[config.mk]
export PLATFORM = sky130hd
export DESIGN_NAME = axis_packet_arbiter_flat
export DESIGN_NICKNAME = d
export VERILOG_FILES = /design/src/rtl/axis_packet_arbiter_pkg.sv /design/src/rtl/axis_packet_arbiter_if.sv /design/src/rtl/axis_packet_arbiter_rr_select.sv /design/src/rtl/axis_packet_arbiter.sv /design/src/flat_wrapper.sv
export SDC_FILE = /design/constraint.sdc
export NUM_CORES = 1
export LEC_CHECK = 0
export ABC_AREA = 1
export BUFFER_PORTS_ARGS = -buffer_cell sky130_fd_sc_hd__buf_2
export CAP_MARGIN = 5
export CORE_ASPECT_RATIO = 1.4
export CORE_MARGIN = 2
export CORE_UTILIZATION = 33
export CTS_CLUSTER_SIZE = 30
export DETAILED_ROUTE_END_ITERATION = 10
export PLACE_DENSITY = 0.84
export SYNTH_ARGS = -nofsm -noshare
export SYNTH_HDL_FRONTEND = slang
export SYNTH_SLANG_ARGS = --single-unit
[constraint.sdc]
create_clock -name clk -period 5.42 [get_ports clk]
set_clock_uncertainty 0.2 [all_clocks]
set_input_delay 0.271 -clock clk [delete_from_list [all_inputs] [get_ports clk]]
set_output_delay 0.271 -clock clk [all_outputs]
set_load 0.01 [all_outputs]
[src/rtl/axis_packet_arbiter_pkg.sv]
// Shared types and the round-robin pick helper for the AXI-Stream packet arbiter.
// No logic of its own: the pick is pure combinational arithmetic used by axis_rr_select.
// No backpressure involvement.
package axis_arb_pkg;

  typedef enum logic {
    ARB_IDLE = 1'b0,
    ARB_BUSY = 1'b1
  } arb_state_t;

  // Widest request vector the pick helper can scan.
  localparam int unsigned RR_MAX_REQ = 64;

  // First set bit of req[0 +: n], scanning upward from ptr and wrapping n-1 -> 0.
  // Returns 0 when nothing is set; callers qualify the result with |req.
  function automatic int unsigned rr_pick(input logic [RR_MAX_REQ-1:0] req,
                                          input int unsigned           ptr,
                                          input int unsigned           n);
    int unsigned pick;
    int unsigned k;
    logic        hit;
    pick = 0;
    hit  = 1'b0;
    for (int unsigned i = 0; i < RR_MAX_REQ; i++) begin
      k = ptr + i;
      if (k >= n) k = k - n;
      if ((i < n) && !hit && req[k[5:0]]) begin
        pick = k;
        hit  = 1'b1;
      end
    end
    return pick;
  endfunction

endpackage

[src/rtl/axis_packet_arbiter_if.sv]
// Bundles the N slave streams and the single master stream of the packet arbiter.
// Pure wiring, zero latency.
// Ready flows from the master sink back to the granted slave only.
interface axis_packet_arbiter_if #(
  parameter int N_SLAVES     = 4,
  parameter int T_DATA_WIDTH = 8,
  parameter int T_ID_WIDTH   = 8,
  parameter int T_USER_WIDTH = 8
);

  // Slave-side streams, slave i occupies [i*W +: W] of each packed field.
  logic [N_SLAVES-1:0]              s_valid;
  logic [N_SLAVES-1:0]              s_ready;
  logic [N_SLAVES*T_DATA_WIDTH-1:0] s_data;
  logic [N_SLAVES*T_ID_WIDTH-1:0]   s_id;
  logic [N_SLAVES*T_USER_WIDTH-1:0] s_user;
  logic [N_SLAVES-1:0]              s_last;

  // Merged master-side stream.
  logic                    m_valid;
  logic                    m_ready;
  logic [T_DATA_WIDTH-1:0] m_data;
  logic [T_ID_WIDTH-1:0]   m_id;
  logic [T_USER_WIDTH-1:0] m_user;
  logic                    m_last;

  // Arbiter side: consumes the slave streams, drives the master stream.
  modport master (
    input  s_valid, s_data, s_id, s_user, s_last, m_ready,
    output s_ready, m_valid, m_data, m_id, m_user, m_last
  );

  // Environment side: sources the slave streams, sinks the master stream.
  modport slave (
    output s_valid, s_data, s_id, s_user, s_last, m_ready,
    input  s_ready, m_valid, m_data, m_id, m_user, m_last
  );

endinterface

[src/rtl/axis_packet_arbiter_rr_select.sv]
// Combinational round-robin selector: first requester at or after ptr, wrapping.
// Zero latency.
// No handshake; the caller decides when the pick is consumed.
module axis_rr_select
  import axis_arb_pkg::*;
#(
  parameter  int N_REQ = 4,
  localparam int IDX_W = $clog2(N_REQ)
) (
  input  logic [N_REQ-1:0] req,
  input  logic [IDX_W-1:0] ptr,
  output logic [IDX_W-1:0] idx,
  output logic             found
);

  if ((N_REQ < 2) || (N_REQ > RR_MAX_REQ)) begin : g_bad_n
    $error("axis_rr_select: N_REQ must be in [2, RR_MAX_REQ]");
  end

  logic [RR_MAX_REQ-1:0] req_ext;

  // Widen the request vector to the helper's fixed width and pick.
  always_comb begin
    req_ext              = '0;
    req_ext[N_REQ-1:0]   = req;
    idx                  = IDX_W'(rr_pick(req_ext, 32'(ptr), N_REQ));
    found                = |req;
  end

endmodule

[src/rtl/axis_packet_arbiter.sv]
// Packet-granular round-robin arbiter: N AXI-Stream slaves share one master; grant held to tlast.
// 1 cycle arbitration (one bubble per packet), 0 cycle data path from granted slave to master.
// m_ready is routed only to the granted slave; others see ready=0. Macro AXIS_ARB_ID_STAMP_EN stamps m_id.
module axis_packet_arbiter
  import axis_arb_pkg::*;
#(
  parameter  int N_SLAVES     = 4,
  parameter  int T_DATA_WIDTH = 8,
  parameter  int T_ID_WIDTH   = 8,
  parameter  int T_USER_WIDTH = 8,
  localparam int IDX_W        = $clog2(N_SLAVES)
) (
  input  logic                 clk,
  input  logic                 reset,
  axis_packet_arbiter_if.master bus,
  output logic                 busy,
  output logic [IDX_W-1:0]     grant_idx
);

  if (N_SLAVES < 2) begin : g_bad_n
    $error("axis_packet_arbiter: N_SLAVES must be at least 2");
  end

`ifdef AXIS_ARB_ID_STAMP_EN
  if (T_ID_WIDTH < IDX_W) begin : g_bad_id_w
    $error("axis_packet_arbiter: T_ID_WIDTH too narrow to carry the grant index");
  end
`endif

  localparam logic [IDX_W-1:0] LAST_IDX = IDX_W'(N_SLAVES - 1);

  arb_state_t       state;
  logic [IDX_W-1:0] rr_ptr;
  logic [IDX_W-1:0] pick_idx;
  logic             pick_found;
  logic             beat;

  // Round-robin choice among the raw valids, starting at rr_ptr.
  axis_rr_select #(
    .N_REQ (N_SLAVES)
  ) u_rr_select (
    .req   (bus.s_valid),
    .ptr   (rr_ptr),
    .idx   (pick_idx),
    .found (pick_found)
  );

  // Route the granted slave to the master and master ready back to that slave only.
  always_comb begin
    bus.m_valid = busy & bus.s_valid[grant_idx];
    bus.m_data  = bus.s_data[grant_idx*T_DATA_WIDTH +: T_DATA_WIDTH];
    bus.m_user  = bus.s_user[grant_idx*T_USER_WIDTH +: T_USER_WIDTH];
    bus.m_last  = bus.s_last[grant_idx];
`ifdef AXIS_ARB_ID_STAMP_EN
    bus.m_id    = T_ID_WIDTH'(grant_idx);
`else
    bus.m_id    = bus.s_id[grant_idx*T_ID_WIDTH +: T_ID_WIDTH];
`endif
    bus.s_ready = '0;
    if (busy) bus.s_ready[grant_idx] = bus.m_ready;
    beat        = bus.m_valid & bus.m_ready;
  end

  // Arbitration FSM: pick in IDLE, hold the grant until the tlast beat is accepted.
  always_ff @(posedge clk or posedge reset) begin
    if (reset) begin
      state     <= ARB_IDLE;
      rr_ptr    <= '0;
      grant_idx <= '0;
      busy      <= 1'b0;
    end else begin
      case (state)
        ARB_IDLE: begin
          if (pick_found) begin
            grant_idx <= pick_idx;
            busy      <= 1'b1;
            state     <= ARB_BUSY;
          end
        end
        ARB_BUSY: begin
          // Stalls and gaps leave the grant untouched; only a tlast beat releases it.
          if (beat && bus.m_last) begin
            busy   <= 1'b0;
            state  <= ARB_IDLE;
            rr_ptr <= (grant_idx == LAST_IDX) ? '0 : grant_idx + 1'b1;
          end
        end
        default: begin
          busy  <= 1'b0;
          state <= ARB_IDLE;
        end
      endcase
    end
  end

endmodule
[src/flat_wrapper.sv]
// flat-port wrapper written by rule: the top's interface ports become plain ports
module axis_packet_arbiter_flat import axis_arb_pkg::*;
#(
  parameter  int N_SLAVES     = 4,
  parameter  int T_DATA_WIDTH = 8,
  parameter  int T_ID_WIDTH   = 8,
  parameter  int T_USER_WIDTH = 8,
  localparam int IDX_W        = $clog2(N_SLAVES)
)
  (clk, reset, busy, grant_idx, bus_s_valid, bus_s_data, bus_s_id, bus_s_user, bus_s_last, bus_m_ready, bus_s_ready, bus_m_valid, bus_m_data, bus_m_id, bus_m_user, bus_m_last);
  axis_packet_arbiter_if #(.N_SLAVES(N_SLAVES), .T_DATA_WIDTH(T_DATA_WIDTH), .T_ID_WIDTH(T_ID_WIDTH), .T_USER_WIDTH(T_USER_WIDTH)) bus_i ();
  input  logic clk;
  input  logic reset;
  output logic busy;
  output logic [IDX_W-1:0] grant_idx;
  input wire logic [$bits(bus_i.s_valid)-1:0] bus_s_valid;
  input wire logic [$bits(bus_i.s_data)-1:0] bus_s_data;
  input wire logic [$bits(bus_i.s_id)-1:0] bus_s_id;
  input wire logic [$bits(bus_i.s_user)-1:0] bus_s_user;
  input wire logic [$bits(bus_i.s_last)-1:0] bus_s_last;
  input wire logic [$bits(bus_i.m_ready)-1:0] bus_m_ready;
  output wire logic [$bits(bus_i.s_ready)-1:0] bus_s_ready;
  output wire logic [$bits(bus_i.m_valid)-1:0] bus_m_valid;
  output wire logic [$bits(bus_i.m_data)-1:0] bus_m_data;
  output wire logic [$bits(bus_i.m_id)-1:0] bus_m_id;
  output wire logic [$bits(bus_i.m_user)-1:0] bus_m_user;
  output wire logic [$bits(bus_i.m_last)-1:0] bus_m_last;
  assign bus_i.s_valid = bus_s_valid;
  assign bus_i.s_data = bus_s_data;
  assign bus_i.s_id = bus_s_id;
  assign bus_i.s_user = bus_s_user;
  assign bus_i.s_last = bus_s_last;
  assign bus_i.m_ready = bus_m_ready;
  assign bus_s_ready = bus_i.s_ready;
  assign bus_m_valid = bus_i.m_valid;
  assign bus_m_data = bus_i.m_data;
  assign bus_m_id = bus_i.m_id;
  assign bus_m_user = bus_i.m_user;
  assign bus_m_last = bus_i.m_last;
  axis_packet_arbiter #(.N_SLAVES(N_SLAVES), .T_DATA_WIDTH(T_DATA_WIDTH), .T_ID_WIDTH(T_ID_WIDTH), .T_USER_WIDTH(T_USER_WIDTH)) u_core (.clk(clk), .reset(reset), .bus(bus_i), .busy(busy), .grant_idx(grant_idx));
endmodule
==> run summary <==
outcome - complete, no violations
EDFF count, synth - 0
Fill cells - 413
H-tree Lvls - 1
Core ar. - 0.003953 mm2
Peak VDD IR - 0.2707 mV
Avg WL per Cell - 11.76 um
CP bufs+invs - 3
headroom to the max-slew limit - 40.48%
final total power - 1.001 mW
CTS tree - built
reg2reg setup slack - 2850 ps
Worst Hold Class - input pin to flip-flop
Synth-to-Final Area Change - 53.60%
FF/Latch Area - 151.4 um2
Multi-input gate area - 0.001030 mm2
# DRC - 0
Arrival @ worst endpoint - 2360 ps
nets - 493
pwr dens - 481.2 mW/mm2
Post-synth top cells - nor2_1 (59), o21ai_0 (50), nand2_1 (33)
hold-fix buffers at CTS - 1
Slew @ Worst Pin - 892.9 ps
total number of vias - 2142
critical path endpoint category - primary output
Hold Slack - 292.8 ps
Reg-to-Reg Start - u_core.grant_idx[0]$_DFFE_PP0P_
share of layout cells above drive strength 1 - 41.91%
Post CTS Setup Buffer Count - 0
synthesized area - 0.001354 mm2
#FFs+latches synth - 6
Root Driver - clkbuf_8
Mapped Nets - 364
CP Launch Type - flip-flop
Max Used Layer - met4
final worst path period share - 52.18%
initial antenna violation count - 0
HPWL Detailed - 3786 um
Sum Neg Setup Slack - 0 ps
crit path cell chain - inv_2 > ha_1 > inv_1 > nor2_1 > buf_2
PortBufs - 139
Synth area leader - o21ai_0
placed cell area - 0.002024 mm2
Placer Congestion - 0.8874
starting density of the core - 34.25%
RSZ-0062 raised after global routing - no
HP Start - bus_s_valid[0]
routed wl met2 - 2458 um
Worst Hold End - u_core.state$_DFF_PP0_
Critical Path Max Stage Delay - 940 ps
row cnt - 27
grt ovf - 0
first drt pass iteration count - 5
DR iter-0 viols - 105
wl on met1 - 2003 um
Skew-Pair Late Insertion Delay - 230 ps
Total Wirelength - 4939 um
final setup vio count - 0
n_diodes - 0
most frequent cell after synthesis - nor2_1
Synth Instances - 249
Slew Viols, Final - 0
Seq/Total Area, Yosys - 11.09%
CP top delay family - flip-flops
first-pass GRT wire length - 8045 um
Syn. warnings - 0
Met3 Routed Length - 412 um
post-route ant nets - 0
slowest cell on the critical path - dfrtp_2
Final Hold Viols - 0
Synth Area per Inst - 5.437 um2
largest net degree at the start of global routing - 60
Yosys cell types - 24
r2r worst-path depth - 6
WP data required - 4950 ps
worst-path fanout max - 59
cell area after layout - 0.002079 mm2
top cells by area, synth - o21ai_0 (18%), nor2_1 (16%), dfrtp_1 (11%)
max cap viols - 0
die area - 0.004638 mm2
clock slew at reported path FFs - 40 ps
Peak Freq - 353.6 MHz
post_cts resized - 0
Total GRT Usage - 21.07%
die height - 79.79 um
WS Path Type - flip-flop to primary output
vias in the first global route - 1977
reg-to-reg endpoint - u_core.rr_ptr[1]$_DFFE_PP0P_
Post-synth ARST share - 100.0%
cts bufs inserted - 3
Clock Sinks - 6
minimum clock period - 2828 ps
Most used DFF post-synth - dfrtp_1
Synth top area share - 18.48%
Via-to-Cell Ratio - 5.100
number of cells on the worst hold path - 5
Die X - 58.13 um
leakage - 1.191 nW
Top Ports - 140
Clock Tree Buf Depth - 2
-- worst reg2reg max path: cells and delay by family (launching register included) --
family | cells | cell delay, ps
simple gates | 2 | 290
compound gates | 3 | 450
buf+inv | 1 | 570
flops | 1 | 940
-- cell usage in the layout, fill, tap and decap left out, drive strengths merged --
cell	count
a21oi	6
and2	1
and3	1
buf	139
clkbuf	4
dfrtp	6
dlygate4sd3	1
ha	8
inv	25
nand2	33
nand3	11
nand4	1
nor2	61
o211ai	1
o21ai	55
o22ai	24
-- power breakdown --
group / internal (mW) / switching, mW / total [mW] / leakage [nW]
Combinational: 0.314 / 0.454 / 0.769 / 1.10
Sequential: 0.0642 / 0.0961 / 0.160 / 0.0691
Clock: 0.0507 / 0.0209 / 0.0716 / 0.0228
Total: 0.429 / 0.571 / 1.00 / 1.19
-- worst max-delay path by stage --
stage | startpoint | endpoint | slack [ps] | depth (start not counted)
5_1_grt | u_core.grant_idx[0]$_DFFE_PP0P_ | bus_m_id[3] | 2330 | 4
3_5_place_dp | u_core.grant_idx[0]$_DFFE_PP0P_ | bus_s_ready[0] | 2820 | 5
4_1_cts | u_core.grant_idx[0]$_DFFE_PP0P_ | bus_s_ready[0] | 2590 | 5
2_1_floorplan | u_core.rr_ptr[0]$_DFFE_PP0P_ | u_core.grant_idx[1]$_DFFE_PP0P_ | 3570 | 11
3_3_place_gp | u_core.grant_idx[0]$_DFFE_PP0P_ | bus_m_id[3] | 2900 | 4
6_report | u_core.grant_idx[0]$_DFFE_PP0P_ | bus_s_ready[0] | 2590 | 5
-- cells by family after synthesis --
| group | synth area share [%] |
|---|---|
| AOI/OAI and AO/OA | 35.86 |
| adders and majority gates | 7.394 |
| buffers and inverters | 12.85 |
| DFF | 11.09 |
| and+or+nand+nor | 32.81 |
-- flip-flops by register name, summed over array words and instances, names as in the netlist --
name and count:
u_core.busy 1, u_core.grant_idx 2, u_core.rr_ptr 2, u_core.state 1
-- per-layer routing --
| metal | global-route usage (%) | vias up |
|---|---|---|
| met5 | 0 | - |
| met3 | 2.755 | 9 |
| met2 | 36.93 | 116 |
| li1 | - | 1096 |
| met4 | 8.605 | 0 |
| met1 | 25.29 | 921 |
-- area by class of cell --
class	instances	area share, %
Sequential cell	6	7.280
Timing Repair Buffer	140	33.94
Clock buffer	4	2.166
Inverter	25	4.513
Tap cell	43	2.587
Multi-Input combinational cell	202	49.52
-- stage by stage --
stage | std cells | utilization, % | setup slack (ps)
3_3_place_gp | 415 | 51.22 | 2898
3_5_place_dp | 415 | 51.22 | 2825
2_1_floorplan | 249 | - | 3569
5_1_grt | 420 | 52.61 | 2332
6_report | 420 | 52.61 | 2592
4_1_cts | 420 | 52.61 | 2593
(Power assumes the default switching activity.)
